[config.mk]
export PLATFORM = sky130hd
export DESIGN_NAME = nibble_seq_ctrl_flat
export DESIGN_NICKNAME = d
export VERILOG_FILES = /design/src/rtl/nibble_seq_if.sv /design/src/rtl/nibble_seq_ctrl.sv /design/src/flat_wrapper.sv
export SDC_FILE = /design/constraint.sdc
export NUM_CORES = 1
export LEC_CHECK = 0
export BUFFER_PORTS_ARGS = -buffer_cell sky130_fd_sc_hd__buf_2
export CORE_MARGIN = 3
export CORE_UTILIZATION = 35
export DETAILED_ROUTE_END_ITERATION = 12
export PLACE_DENSITY_LB_ADDON = 0.08
export SLEW_MARGIN = 40
export SYNTH_ARGS = -nofsm -noshare
export SYNTH_HDL_FRONTEND = slang
export SYNTH_SLANG_ARGS = --single-unit
[constraint.sdc]
create_clock -name CLK -period 2.71 [get_ports CLK]
set_input_delay 0.542 -clock CLK [delete_from_list [all_inputs] [get_ports CLK]]
set_output_delay 0.542 -clock CLK [all_outputs]
set_load 0.05 [all_outputs]
[src/rtl/nibble_seq_if.sv]
// Command/beat bus between the requester, nibble_seq_ctrl and the selector4 select inputs.
// The master side issues commands and sinks beats; the slave side is the sequencer.
interface nibble_seq_if #(
    parameter int PASS_W = 3
);
    logic              START;
    logic [1:0]        MODE;
    logic [PASS_W-1:0] PASSES;
    logic              OUT_READY;
    logic [11:0]       sel_A;
    logic [11:0]       sel_B;
    logic [3:0]        SEL;
    logic              SEL_VALID;
    logic [1:0]        BEAT;
    logic              LAST;
    logic              BUSY;
    logic              DONE;
    logic              ERR;

    modport master (
        output START, MODE, PASSES, OUT_READY,
        input  sel_A, sel_B, SEL, SEL_VALID, BEAT, LAST, BUSY, DONE, ERR
    );

    modport slave (
        input  START, MODE, PASSES, OUT_READY,
        output sel_A, sel_B, SEL, SEL_VALID, BEAT, LAST, BUSY, DONE, ERR
    );
endinterface

[src/rtl/nibble_seq_ctrl.sv]
// Sequencer driving selector4 selects so {DATA_B, DATA_A} streams out as four
// 16-bit beats per pass, in LINEAR, INTERLEAVE or REVERSE nibble order.
module nibble_seq_ctrl #(
    parameter int PASS_W = 3
) (
    input logic         CLK,
    input logic         RESET_L,
    nibble_seq_if.slave bus
);
    localparam logic [1:0] MODE_LINEAR     = 2'd0;
    localparam logic [1:0] MODE_INTERLEAVE = 2'd1;
    localparam logic [1:0] MODE_REVERSE    = 2'd2;

    typedef enum logic {IDLE, RUN} state_t;

    typedef struct packed {
        logic [11:0] a;
        logic [11:0] b;
        logic [3:0]  s;
    } sel_t;

    state_t            state;
    logic [1:0]        mode_q;
    logic [PASS_W-1:0] passes_q;
    logic [PASS_W-1:0] pass_q;

    // n is the nibble index into {B,A}; n[3] picks the source word, n[2:0] the nibble.
    function automatic sel_t beat_sel(input logic [1:0] m, input logic [1:0] k);
        sel_t       r;
        logic [3:0] n;
        logic [1:0] slot;
        r = '0;
        for (int i = 0; i < 4; i++) begin
            slot = 2'(i);
            case (m)
                MODE_INTERLEAVE: n = {slot[0], k, slot[1]};
                MODE_REVERSE:    n = ~{k, slot};
                default:         n = {k, slot};
            endcase
            r.s[i] = n[3];
            if (n[3]) r.b[3*i +: 3] = n[2:0];
            else      r.a[3*i +: 3] = n[2:0];
        end
        return r;
    endfunction

    always_ff @(posedge CLK) begin
        if (!RESET_L) begin
            state         <= IDLE;
            mode_q        <= '0;
            passes_q      <= '0;
            pass_q        <= '0;
            bus.sel_A     <= '0;
            bus.sel_B     <= '0;
            bus.SEL       <= '0;
            bus.SEL_VALID <= 1'b0;
            bus.BEAT      <= '0;
            bus.LAST      <= 1'b0;
            bus.BUSY      <= 1'b0;
            bus.DONE      <= 1'b0;
            bus.ERR       <= 1'b0;
        end else begin
            bus.DONE <= 1'b0;
            bus.ERR  <= 1'b0;
            case (state)
                IDLE: begin
                    if (bus.START) begin
                        if (bus.MODE != 2'd3 && bus.PASSES != '0) begin
                            state         <= RUN;
                            mode_q        <= bus.MODE;
                            passes_q      <= bus.PASSES;
                            pass_q        <= PASS_W'(1);
                            {bus.sel_A, bus.sel_B, bus.SEL} <= beat_sel(bus.MODE, 2'd0);
                            bus.SEL_VALID <= 1'b1;
                            bus.BEAT      <= 2'd0;
                            bus.LAST      <= 1'b0;
                            bus.BUSY      <= 1'b1;
                        end else begin
                            bus.ERR <= 1'b1;
                        end
                    end
                end
                RUN: begin
                    // SEL_VALID is always high in RUN, so OUT_READY alone completes a beat.
                    if (bus.OUT_READY) begin
                        if (bus.BEAT != 2'd3) begin
                            bus.BEAT <= bus.BEAT + 2'd1;
                            {bus.sel_A, bus.sel_B, bus.SEL} <= beat_sel(mode_q, bus.BEAT + 2'd1);
                            bus.LAST <= (bus.BEAT == 2'd2) && (pass_q == passes_q);
                        end else if (pass_q != passes_q) begin
                            pass_q   <= pass_q + PASS_W'(1);
                            bus.BEAT <= 2'd0;
                            {bus.sel_A, bus.sel_B, bus.SEL} <= beat_sel(mode_q, 2'd0);
                            bus.LAST <= 1'b0;
                        end else begin
                            state         <= IDLE;
                            bus.sel_A     <= '0;
                            bus.sel_B     <= '0;
                            bus.SEL       <= '0;
                            bus.SEL_VALID <= 1'b0;
                            bus.BEAT      <= '0;
                            bus.LAST      <= 1'b0;
                            bus.BUSY      <= 1'b0;
                            bus.DONE      <= 1'b1;
                        end
                    end
                end
                default: state <= IDLE;
            endcase
        end
    end
endmodule

[src/flat_wrapper.sv]
// flat-port wrapper written by rule: the top's interface ports become plain ports
module nibble_seq_ctrl_flat 
#(
    parameter int PASS_W = 3
)
  (CLK, RESET_L, bus_START, bus_MODE, bus_PASSES, bus_OUT_READY, bus_sel_A, bus_sel_B, bus_SEL, bus_SEL_VALID, bus_BEAT, bus_LAST, bus_BUSY, bus_DONE, bus_ERR);
  nibble_seq_if #(.PASS_W(PASS_W)) bus_i ();
  input logic CLK;
  input logic RESET_L;
  input wire logic [$bits(bus_i.START)-1:0] bus_START;
  input wire logic [$bits(bus_i.MODE)-1:0] bus_MODE;
  input wire logic [$bits(bus_i.PASSES)-1:0] bus_PASSES;
  input wire logic [$bits(bus_i.OUT_READY)-1:0] bus_OUT_READY;
  output wire logic [$bits(bus_i.sel_A)-1:0] bus_sel_A;
  output wire logic [$bits(bus_i.sel_B)-1:0] bus_sel_B;
  output wire logic [$bits(bus_i.SEL)-1:0] bus_SEL;
  output wire logic [$bits(bus_i.SEL_VALID)-1:0] bus_SEL_VALID;
  output wire logic [$bits(bus_i.BEAT)-1:0] bus_BEAT;
  output wire logic [$bits(bus_i.LAST)-1:0] bus_LAST;
  output wire logic [$bits(bus_i.BUSY)-1:0] bus_BUSY;
  output wire logic [$bits(bus_i.DONE)-1:0] bus_DONE;
  output wire logic [$bits(bus_i.ERR)-1:0] bus_ERR;
  assign bus_i.START = bus_START;
  assign bus_i.MODE = bus_MODE;
  assign bus_i.PASSES = bus_PASSES;
  assign bus_i.OUT_READY = bus_OUT_READY;
  assign bus_sel_A = bus_i.sel_A;
  assign bus_sel_B = bus_i.sel_B;
  assign bus_SEL = bus_i.SEL;
  assign bus_SEL_VALID = bus_i.SEL_VALID;
  assign bus_BEAT = bus_i.BEAT;
  assign bus_LAST = bus_i.LAST;
  assign bus_BUSY = bus_i.BUSY;
  assign bus_DONE = bus_i.DONE;
  assign bus_ERR = bus_i.ERR;
  nibble_seq_ctrl #(.PASS_W(PASS_W)) u_core (.CLK(CLK), .RESET_L(RESET_L), .bus(bus_i));
endmodule
==> results.json <==
{
  "syn-instance-count": 236,
  "drc": 0,
  "gp_routability_congestion": 0.896,
  "worstHoldPathType": "reg -> reg",
  "critPathMaxStageDelay_ns": 0.50,
  "num_rows": 27,
  "p_leak_nw": 1.05,
  "setup_violations": 0,
  "rsz0062_at_grt": "false",
  "dpl.cell_count": 341,
  "finalHoldViolCount": 0,
  "cp-end-kind": "register",
  "synthesis.area_um2": 2070,
  "path_max_fanout": 13,
  "synthTopCellsByArea": "dfxtp_1 (38%), ha_1 (6.7%), nand2_1 (5.3%), a21oi_1 (5.1%), o221a_2 (4.4%)",
  "track_usage_pct": 15.7,
  "port_buffers": 43,
  "firstDrtPassIters": 4,
  "grt_max_degree": 22,
  "worstPathArrival_ns": 2.33,
  "postLayoutCellArea_um2": 2430,
  "slew_headroom_pct": 60.6,
  "yosys.area.top_type": "dfxtp_1",
  "ys_warn_count": 0,
  "synth_commonest_cells": "dfxtp_1 (39), nand2_1 (29), a21oi_1 (21), nor2_1 (15), ha_1 (11)",
  "drive_above_1_share_pct": 26.0,
  "first_iter_violations": 81,
  "hpwl_um": 4020,
  "synth-edff-count": 0,
  "cp.required_ns": 2.90,
  "worstSetupPathType": "reg -> reg",
  "r2r-end": "u_core.bus.SEL[2]$_SDFFE_PN0P_",
  "post_cts_buffers": 0,
  "final_cells": 349,
  "area_growth_pct": 17.4,
  "wl_um": 5290,
  "ir_worst_vdd_mv": 0.307,
  "synth.distinct_cells": 49,
  "power.total_mw": 1.50,
  "muxShareOfSynthArea_pct": 1.51,
  "cts_hold_buf": 0,
  "ff2ff_path_depth": 6,
  "ant_nets": 0,
  "coreArea_um2": 5610,
  "seq_area_frac_synth_pct": 37.7,
  "die_h_um": 82.9,
  "fmaxAchievable_mhz": 468,
  "clkTransAtPathRegs_ns": 0.08,
  "antennaDiodeCount": 0,
  "synth.avg_cell_area_um2": 8.76,
  "grt_pass1_wl_um": 8880,
  "tns_ns": 0,
  "reg2reg_slack_ns": 0.57,
  "antenna_found_initial": 0,
  "synth_adder_area_share_pct": 6.65,
  "synth_fp_nets": 256,
  "p_per_area_nw_per_um2": 620,
  "cts.repair.resized": 0,
  "clock-sinks": 39,
  "die_x_um": 82.9,
  "synth_most_common_cell": "dfxtp_1",
  "cts_max_path_buffers": 2,
  "async_flop_share_pct": 0,
  "synth_flop_cell": "dfxtp_1",
  "start_kind": "register",
  "ys_ff_latch": 39,
  "first_global_vias": 1796,
  "fin_nets": 296,
  "clock_latency_ns": 0.30,
  "status": "completed",
  "placed_cell_area_um2": 2330,
  "finalMaxSlewViolations": 0,
  "regToRegStartpoint": "u_core.bus.BEAT[0]$_SDFFE_PN0P_",
  "yosys.area_share.simple_pct": 20.8,
  "tightest_slew_ns": 0.587,
  "fin_crit_sh_pct": 78.9,
  "synth_xor_xnor_area_share_pct": 1.27,
  "synth_top_area_share_pct": 37.7,
  "synth_compound_area_share_pct": 25.5,
  "post_drt_via_cell_ratio": 5.30,
  "cts_root_buf": "clkbuf_8",
  "maxCapViolCount": 0,
  "crit_buf_inv": 1,
  "pin_count": 44,
  "crit_top_cell": "o21ai_0",
  "vias": 1851,
  "wire_per_inst_um": 15.1,
  "cts_tree": "yes",
  "final_core_util_pct": 43.3,
  "cpMaxStageDelayCell": "dfxtp_1",
  "cts_max_level": 2,
  "cts_buffers": 5,
  "period_needed_ns": 2.14,
  "min_to": "u_core.bus.sel_B[10]$_SDFFE_PN0P_",
  "crit_family": "compound AO/OA/AOI/OAI gates",
  "path_cells": "inv_1, ha_1, and3b_1, o21ai_0, o21ai_0, o221a_2",
  "min_from": "u_core.bus.sel_B[10]$_SDFFE_PN0P_",
  "start_util_pct": 36.9,
  "clock_skew_ns": 0.00717,
  "die_area_um2": 6870,
  "grt-ovfl-total": 0,
  "synth_top_family_by_area": "compound AO/OA/AOI/OAI gates",
  "hold_path_depth": 2
}
layer usage:
metal	part of all wire (%)	vias to the layer above	global-route usage, %
met5	0	-	0
met4	1.2	0	4.90
met3	4.2	5	3.17
met2	47	42	25.4
met1	48	864	21.1
li1	-	940	-
worst max-delay path by stage:
stage	endpoint	slack [ns]	from	depth (start not counted)
floorplan	u_core.bus.sel_A[9]$_SDFFE_PN0P_	0.64	u_core.bus.BEAT[0]$_SDFFE_PN0P_	7
global placement	u_core.bus.sel_A[10]$_SDFFE_PN0P_	0.47	bus_MODE[0]	6
detailed placement	u_core.bus.sel_A[10]$_SDFFE_PN0P_	0.45	bus_MODE[0]	6
CTS	u_core.bus.SEL[2]$_SDFFE_PN0P_	0.59	u_core.bus.BEAT[0]$_SDFFE_PN0P_	6
global route	u_core.bus.sel_B[0]$_SDFFE_PN0P_	0.44	u_core.bus.BEAT[0]$_SDFFE_PN0P_	6
finish	u_core.bus.SEL[2]$_SDFFE_PN0P_	0.57	u_core.bus.BEAT[0]$_SDFFE_PN0P_	6
logic make-up after synthesis:
| family | Yosys count |
|---|---|
| muxes | 3 |
| buffers and inverters | 27 |
| AOI/OAI and AO/OA | 70 |
| and+or+nand+nor | 83 |
| xor gates and xnor gates | 3 |
| DFF | 39 |
| adders and majority gates | 11 |
flip-flops by register name, summed over array words and instances, names as in the netlist, 2 cells and up:
name              cells
u_core.bus.sel_B     11
u_core.bus.sel_A     10
u_core.bus.SEL        3
u_core.pass_q         3
u_core.passes_q       3
u_core.bus.BEAT       2
u_core.mode_q         2
stage by stage:
stage,setup WS [ns],hold WS (ns)
after floorplan,0.640,0.448
after global placement,0.466,0.440
after detailed placement,0.454,0.445
after CTS,0.591,0.457
after global routing,0.441,0.485
final,0.573,0.451
cells in the final DEF (no fill, tap or decap), types with 6 or more instances in the layout:
cell,netlist,layout
o221a_2,8,8
nor2_1,15,15
a21oi_1,21,21
buf_2,3,43
inv_1,9,9
ha_1,11,11
o21ai_0,9,9
clkbuf_8,0,7
nand2_1,29,29
dfxtp_1,39,39
buf_4,6,7
o221a_1,6,6
worst min-delay path, cell delays in order, from the launching register on:
cell	delay, ns
dfxtp_1	0.31
nand2_1	0.05
a21oi_1	0.05
power breakdown:
group / internal (mW) / switching, mW
clock network: 0.232 / 0.206
logic: 0.120 / 0.301
registers: 0.616 / 0.0305
area by class of cell:
cell class | count | area (µm²)
Fill cell | 601 | 3180
Timing Repair Buffer | 50 | 268
Sequential cell | 39 | 781
Inverter | 10 | 37.5
Multi-Input combinational cell | 170 | 1150
Tap cell | 72 | 90.1
Clock buffer | 8 | 100
Note: power is estimated with default switching activity, not from simulation.
